===== src/rtl/getir1_pkg.sv =====
// Shared constants, state encoding and address helper for the first fetch stage.
package getir1_pkg;

    localparam int PS_BIT = 32;

    localparam logic LOW  = 1'b0;
    localparam logic HIGH = 1'b1;

    typedef enum logic {
        G1_BOSTA = 1'b0,
        G1_ISTEK = 1'b1
    } g1_durum_e;

    // Instruction cache requests are always word aligned.
    function automatic logic [PS_BIT-1:0] hizala(input logic [PS_BIT-1:0] ps);
        return {ps[PS_BIT-1:2], 2'b00};
    endfunction

endpackage


===== src/rtl/getir1_ps_kuyrugu.sv =====
// In-order PS queue: synchronous FIFO with flush, holding the PS of every live request.
module getir1_ps_kuyrugu #(
    parameter int DERINLIK = 4,
    parameter int GENISLIK = 32
) (
    input  logic                         clk_i,
    input  logic                         rst_i,
    input  logic                         push_i,
    input  logic [GENISLIK-1:0]          veri_i,
    input  logic                         pop_i,
    input  logic                         flush_i,
    output logic [GENISLIK-1:0]          veri_o,
    output logic [$clog2(DERINLIK):0]    sayac_o,
    output logic                         bos_o
);

    localparam int PW = $clog2(DERINLIK);

    logic [GENISLIK-1:0] mem_q [DERINLIK];
    logic [PW-1:0]       yaz_q;
    logic [PW-1:0]       oku_q;
    logic [PW:0]         sayac_q;
    logic                dolu;
    logic                yaz_izin;
    logic                oku_izin;

    assign dolu     = (sayac_q == (PW+1)'(DERINLIK));
    assign yaz_izin = push_i && !dolu;
    assign oku_izin = pop_i && (sayac_q != '0);

    always_ff @(posedge clk_i or posedge rst_i) begin
        if (rst_i) begin
            yaz_q   <= '0;
            oku_q   <= '0;
            sayac_q <= '0;
        end else if (flush_i) begin
            yaz_q   <= '0;
            oku_q   <= '0;
            sayac_q <= '0;
        end else begin
            if (yaz_izin) yaz_q <= yaz_q + 1'b1;
            if (oku_izin) oku_q <= oku_q + 1'b1;
            sayac_q <= sayac_q + (PW+1)'(yaz_izin) - (PW+1)'(oku_izin);
        end
    end

    // Storage needs no reset; the head is masked while the queue is empty.
    always_ff @(posedge clk_i) begin
        if (yaz_izin && !flush_i) mem_q[yaz_q] <= veri_i;
    end

    assign bos_o   = (sayac_q == '0);
    assign sayac_o = sayac_q;
    assign veri_o  = bos_o ? '0 : mem_q[oku_q];

endmodule


===== src/rtl/getir1.sv =====
// First fetch stage: owns the fetch PS, issues aligned L1B requests, tracks live requests for getir2.
module getir1
    import getir1_pkg::*;
#(
    parameter logic [PS_BIT-1:0] BASLANGIC_PS = 32'h4000_0000,
    parameter int                PS_DERINLIK  = 4
) (
    input  logic              clk_i,
    input  logic              rst_i,
    output logic [PS_BIT-1:0] l1b_istek_adres_o,
    output logic              l1b_istek_gecerli_o,
    input  logic              l1b_istek_hazir_i,
    output logic              g1_istek_yapildi_o,
    output logic [PS_BIT-1:0] g2_ps_o,
    output logic              g2_ps_gecerli_o,
    input  logic              g2_ps_hazir_i,
    input  logic [PS_BIT-1:0] g2_dallanma_ps_i,
    input  logic              g2_dallanma_gecerli_i,
    input  logic [PS_BIT-1:0] yurut_ps_i,
    input  logic              yurut_ps_gecerli_i,
    input  logic              cek_duraklat_i,
    output g1_durum_e         durum_o
);

    // Request channel: l1b_istek_gecerli_o stays high with a stable address until the
    // cycle l1b_istek_hazir_i is seen high; that cycle is the handshake.

    localparam int SW = $clog2(PS_DERINLIK) + 1;

    g1_durum_e         durum_q, durum_d;
    logic [PS_BIT-1:0] ps_q, ps_d;
    logic [PS_BIT-1:0] adres_q, adres_d;
    logic [PS_BIT-1:0] istek_ps_q, istek_ps_d;
    logic              bayat_q, bayat_d;

    logic              el_sikisma;
    logic              yonlendir;
    logic [PS_BIT-1:0] hedef;
    logic              push;
    logic              pop;
    logic [SW-1:0]     sayac;
    logic [SW-1:0]     sayac_sonra;
    logic              ihrac_uygun;
    logic              kuyruk_bos;
    logic [PS_BIT-1:0] kuyruk_bas;
    logic [PS_BIT-1:0] ps_sirali;

    assign el_sikisma  = (durum_q == G1_ISTEK) && l1b_istek_hazir_i;
    assign yonlendir   = yurut_ps_gecerli_i || g2_dallanma_gecerli_i;
    assign hedef       = yurut_ps_gecerli_i ? yurut_ps_i : g2_dallanma_ps_i;
    assign push        = el_sikisma && !bayat_q && !yonlendir;
    assign pop         = !kuyruk_bos && g2_ps_hazir_i && !cek_duraklat_i && !yonlendir;
    assign sayac_sonra = sayac + SW'(push) - SW'(pop);
    // Post-push occupancy keeps queued plus pending live requests within the depth.
    assign ihrac_uygun = !cek_duraklat_i && (sayac_sonra < SW'(PS_DERINLIK));
    assign ps_sirali   = hizala(ps_q) + PS_BIT'(4);

    getir1_ps_kuyrugu #(
        .DERINLIK (PS_DERINLIK),
        .GENISLIK (PS_BIT)
    ) u_kuyruk (
        .clk_i   (clk_i),
        .rst_i   (rst_i),
        .push_i  (push),
        .veri_i  (istek_ps_q),
        .pop_i   (pop),
        .flush_i (yonlendir),
        .veri_o  (kuyruk_bas),
        .sayac_o (sayac),
        .bos_o   (kuyruk_bos)
    );

    always_ff @(posedge clk_i or posedge rst_i) begin
        if (rst_i) begin
            durum_q    <= G1_BOSTA;
            ps_q       <= BASLANGIC_PS;
            adres_q    <= '0;
            istek_ps_q <= '0;
            bayat_q    <= LOW;
        end else begin
            durum_q    <= durum_d;
            ps_q       <= ps_d;
            adres_q    <= adres_d;
            istek_ps_q <= istek_ps_d;
            bayat_q    <= bayat_d;
        end
    end

    always_comb begin
        durum_d    = durum_q;
        ps_d       = ps_q;
        adres_d    = adres_q;
        istek_ps_d = istek_ps_q;
        bayat_d    = bayat_q;
        if (yonlendir) begin
            ps_d = hedef;
            // An unaccepted request must still finish its handshake, but it is now stale.
            if ((durum_q == G1_ISTEK) && !el_sikisma) begin
                bayat_d = HIGH;
            end else begin
                bayat_d = LOW;
                durum_d = G1_BOSTA;
            end
        end else begin
            case (durum_q)
                G1_BOSTA: begin
                    if (ihrac_uygun) begin
                        durum_d    = G1_ISTEK;
                        adres_d    = hizala(ps_q);
                        istek_ps_d = ps_q;
                    end
                end
                G1_ISTEK: begin
                    if (el_sikisma) begin
                        if (bayat_q) begin
                            bayat_d = LOW;
                            durum_d = G1_BOSTA;
                        end else begin
                            ps_d = ps_sirali;
                            if (ihrac_uygun) begin
                                adres_d    = hizala(ps_sirali);
                                istek_ps_d = ps_sirali;
                            end else begin
                                durum_d = G1_BOSTA;
                            end
                        end
                    end
                end
                default: durum_d = G1_BOSTA;
            endcase
        end
    end

    always_comb begin
        l1b_istek_adres_o   = adres_q;
        l1b_istek_gecerli_o = (durum_q == G1_ISTEK);
        g1_istek_yapildi_o  = el_sikisma;
        g2_ps_o             = kuyruk_bas;
        g2_ps_gecerli_o     = !kuyruk_bos;
        durum_o             = durum_q;
    end

endmodule

===== config.mk =====
export PLATFORM = sky130hd
export DESIGN_NAME = getir1
export DESIGN_NICKNAME = d
export VERILOG_FILES = /design/src/rtl/getir1_pkg.sv /design/src/rtl/getir1_ps_kuyrugu.sv /design/src/rtl/getir1.sv
export SDC_FILE = /design/constraint.sdc
export NUM_CORES = 1
export LEC_CHECK = 0
export CORE_UTILIZATION = 31
export DETAILED_ROUTE_END_ITERATION = 10
export SETUP_SLACK_MARGIN = 0.2
export SYNTH_ARGS = -nofsm -noshare
export SYNTH_HDL_FRONTEND = slang
export SYNTH_SLANG_ARGS = --single-unit

===== constraint.sdc =====
create_clock -name clk_i -period 8.05 [get_ports clk_i]
set_input_delay 2.415 -clock clk_i [delete_from_list [all_inputs] [get_ports clk_i]]
set_output_delay 2.415 -clock clk_i [all_outputs]
set_load 0.02 [all_outputs]

# Word level (Yosys, flattened, before mapping)
# Memories as Yosys holds them, arrays and structs flattened.
# Cells that the tools add are included.
[classes]
n_addsub = 7
magnitude_cmp = 1
n_eq_ne = 7
n_mux = 33
bitwise_logic = 2
reduce_logical = 27
[op_table]
columns = ["op", "n"]
rows = [
  ["32-bit two-way mux", 14],
  ["32-bit one-hot mux with 2 select lines", 2],
  ["32-bit by 3-bit adder with 32-bit output, second input constant", 1],
  ["1-bit logical AND", 11],
  ["1-bit two-way mux", 11],
  ["2-bit two-way mux", 4],
  ["2-bit nonzero test", 4],
  ["3-bit by 1-bit adder with 3-bit output", 2],
  ["1-bit zero test", 6],
  ["2-bit by 1-bit != test with 1-bit output, second input constant", 3],
  ["2-bit != test, second input constant", 3],
  ["3-bit by 1-bit subtractor with 3-bit output", 2],
  ["5-bit AND reduction", 1],
  ["2-bit by 1-bit adder with 2-bit output, second input constant", 2],
  ["3-bit equality test, second input constant", 1],
  ["3-bit zero test", 1],
  ["3-bit < comparator, second input constant", 1],
  ["3-bit two-way mux", 1],
  ["3-bit AND reduction", 1],
  ["3-bit nonzero test", 1],
  ["1-bit NOT", 2],
  ["1-bit one-hot mux with 2 select lines", 1],
  ["2-bit AND reduction", 1],
  ["1-bit logical OR", 1],
]
[totals]
register_bits = 105
ramBits = 128
input_bits = 71
out_inout_bits = 68
elab_cells = 86
n_memories = 1
[memory_table]
columns = ["name", "words", "width", "read_ports", "rd_clocked_by_memory_dff", "wr", "line_no", "rtl"]
rows = [
  ["u_kuyruk.mem_q", 4, 32, 1, 0, 1, "getir1_ps_kuyrugu.sv:19", "logic [GENISLIK-1:0] mem_q [DERINLIK];"],
]

# Depth between registers and ports, before layout
[logic_depth]
ltp_word = 13
mapped_depth = 13
depth_no_buf = 10

# Cells and area by module
# Synthesis repeated with hierarchy kept, for this count alone.
[hier_totals]
hier_cells = 741
hier_area_um2 = 9551.7
[by_module_without_submodules]
columns = ["module", "n_inst", "cells_each", "area_per_inst_um2"]
rows = [
  ["getir1_ps_kuyrugu", 1, 252, 5322.6],
  ["getir1", 1, 489, 4229.1],
]

# Worst setup path after synthesis
# Ideal clock, no wire load.
[synth_timing]
path_type = "input to output"
start = "in l1b_istek_hazir_i"
end = "out g1_istek_yapildi_o"
t_arrival_ps = 2642
slack_ps = 2993
cell_stages = 1
n_path_buf = 0
path_cell_list = "and2_1"
[synth_via]
elab_chain_len = 1
[synth_rtl]
columns = ["item", "line_no", "rtl"]
rows = [
  ["start: declaration", "getir1.sv:12", "input logic l1b_istek_hazir_i,"],
  ["1-bit logical AND", "getir1.sv:48", "assign el_sikisma = (durum_q == G1_ISTEK) && l1b_istek_hazir_i;"],
  ["end: declaration", "getir1.sv:13", "output logic g1_istek_yapildi_o,"],
]
# Every way passes these cells.

# Worst setup path in the final report
# Same ends and word-level chain as after synthesis.

==> results.cfg <==
[synth]
ys_ff_latch = 201
ys_seq_area_frac = 0.593
ys_types = 60
synth-edff-count = 128
yosys_warnings = 0
synth_ff_type = edfxtp_1
postSynthCellCount = 726
avgSynthCellArea_um2 = 13.2
netlist_area_mm2 = 0.00956
async_flop_share = 0.363

[final_layout]
finalNonFillerCells = 1227
post_route_cells_drive_above_1_share = 0.115
nets = 902
layout_common_cells = clkdlybuf4s50_1 (136), edfxtp_1 (128), dfrtp_1 (70)
final_util = 0.391
fillers = 2879
insertedDiodeCount = 0
syn2layout_area_growth_pct = 22.6
final_common_cell = clkdlybuf4s50_1

[floorplan]
fp-row-count = 63
fp.dieH_um = 178
die_w_um = 178
core-area_mm2 = 0.0300
dieArea_mm2 = 0.0316
ios = 139
start_util = 0.318

[clock_network]
cts_tree = yes
htreeDepth = 1
cts.sink_count = 201
clk_pin_slew_ns = 0.06
ctsHoldBuffers = 0
cts_setup_buffers = 0
cts_root_buffer = clkbuf_16
cts_resized = 0
clock_latency_ns = 0.50
clock_path_buffers = 3
cts_buffers = 22

[run]
max_cap_violations = 0

[detailed_routing]
drt_pass1_iterations = 4
drtAntennaViolNets = 0
vias_per_cell = 4.74
via_count = 5821
wire_per_inst_um = 17.8
drc = 0
first_iter_violations = 520
routed_wl_mm = 21.8

[worst_setup_path]
cp_max_fo = 6
cp.arrival_ns = 3.78
rrSetupSlack_ns = 4.70
reg2reg_from = u_kuyruk.sayac_o[2]
required_ns = 5.64
end_kind = primary output
critical_path_class = input port to primary output
ff2ff_path_depth = 12
critPathLaunchType = input port
r2r_end = istek_ps_q[29]

[global_routing]
antenna_found_initial = 0
grt_pass1_wl_mm = 34.5
grt.overflow.total = 0
first_global_vias = 5841
grt_max_degree = 74
grt_use_total = 0.142

[sta]
hold_viol = 0
worst_slew_pin_slew_ns = 0.922
rsz0062_at_grt = no
max_slew_margin = 0.386
fin_setup_tns_ns = 0
finClkSkew_ns = 0.0168
setup_viol = 0
fmax_ghz = 0.161
period_minus_slack_ns = 6.19
period_share = 0.769
finalMaxSlewViolations = 0

[worst_hold_path]
worstHoldPathType = register to register
hold_start = istek_ps_q[19]
whs_path_depth = 0
holdPathEnd = u_kuyruk.mem_q[3][19]

[pwr]
p_leak_uw = 0.00394
power_uw = 2520
ir_worst_vdd_mv = 0.138
p_per_area_mw_per_mm2 = 215

[place]
port_buffers = 136
placed_cells = 1187
place_congestion = 0.816
dpl.hpwl_mm = 15.3

[run_status]
outcome = finished, final reports clean
Yosys cell counts, drive strengths merged (2+ instances only):
cell / n / share of area
edfxtp: 128 / 0.40
dfrtp: 72 / 0.19
nand2: 69 / 0.027
buf: 60 / 0.042
o21ai: 56 / 0.030
xnor2: 48 / 0.044
nor2b: 33 / 0.022
mux4: 32 / 0.075
nor3: 21 / 0.013
nand4: 19 / 0.015
nor2: 19 / 0.0075
clkbuf: 18 / 0.0072
a21oi: 16 / 0.0084
inv: 15 / 0.0059
nor4: 12 / 0.012
and2: 11 / 0.0072
nand3: 11 / 0.0058
xor2: 11 / 0.010
a22oi: 9 / 0.0071
ha: 9 / 0.012
mux2i: 9 / 0.011
o22ai: 8 / 0.0052
and4: 5 / 0.0046
and3: 4 / 0.0026
o31a: 3 / 0.0027
a2111oi: 2 / 0.0058
a32o: 2 / 0.0021
nand2b: 2 / 0.0013
nor4b: 2 / 0.0018
o211ai: 2 / 0.0016
or3: 2 / 0.0013
cell type report:
class,count,area [um2],share of cell area
Inverter,15,56.3,0.00480
Timing Repair Buffer,148,1450,0.124
Clock inverter,7,70.1,0.00597
Multi-Input combinational cell,433,3380,0.288
Sequential cell,201,5670,0.484
Clock buffer,33,612,0.0522
Tap cell,390,488,0.0416
how the worst max path moves through the flow:
| stage | slack [ns] | from | endpoint | cells past startpoint |
|---|---|---|---|---|
| 2_1_floorplan | 2.99 | l1b_istek_hazir_i | g1_istek_yapildi_o | 1 |
| 3_3_place_gp | 1.88 | l1b_istek_hazir_i | g1_istek_yapildi_o | 3 |
| 3_5_place_dp | 1.87 | l1b_istek_hazir_i | g1_istek_yapildi_o | 3 |
| 4_1_cts | 1.86 | l1b_istek_hazir_i | g1_istek_yapildi_o | 3 |
| 5_1_grt | 1.79 | l1b_istek_hazir_i | g1_istek_yapildi_o | 3 |
| 6_report | 1.86 | l1b_istek_hazir_i | g1_istek_yapildi_o | 3 |
layer usage:
layer / vias up / part of all wire / GRT usage / routed length (um)
li1: 2821 / - / - / -
met4: 0 / 0.015 / 0.0260 / 320
met2: 176 / 0.45 / 0.222 / 9840
met1: 2803 / 0.48 / 0.210 / 10400
met3: 21 / 0.057 / 0.0219 / 1250
met5: - / 0 / 0 / 0
critical path: stages:
cell,delay [ns]
clkdlybuf4s50_1,0.57
and2_1,0.18
clkdlybuf4s50_1,0.61
logic make-up (layout without fill, tap and decap cells):
group           after synthesis  in the layout  synth area share
compound gates              105            105            0.0708
simple gates                215            215             0.126
fa+ha+maj                    10             10            0.0139
mux                          42             42            0.0873
buf+inv                      93            203            0.0548
other cells                   1              2          0.000392
xor+xnor                     59             59            0.0540
flops                       201            201             0.593
sequential cells by signal, indices dropped and copies added, names as in the netlist:
register / count
u_kuyruk.yaz_q: 2
u_kuyruk.mem_q: 128
bayat_q: 1
durum_o: 1
istek_ps_q: 32
u_kuyruk.oku_q: 2
u_kuyruk.sayac_o: 3
ps_q: 32
stage by stage:
| stage | area, um2 | hold WS [ns] | setup slack (ns) |
|---|---|---|---|
| after floorplan | 9570 | 0.476 | 2.99 |
| after global placement | 11000 | 0.539 | 1.88 |
| after detailed placement | 11000 | 0.543 | 1.87 |
| after CTS | 11700 | 0.550 | 1.86 |
| after global routing | 11700 | 0.572 | 1.79 |
| final | 11700 | 0.546 | 1.86 |
power by group:
part	leakage [uW]	switching [uW]	total, uW	internal (uW)
Sequential	0.00207	101	1290	1190
Clock	0.000326	387	945	558
Combinational	0.00155	144	286	142
No activity file was read; power rests on OpenSTA's default activity.
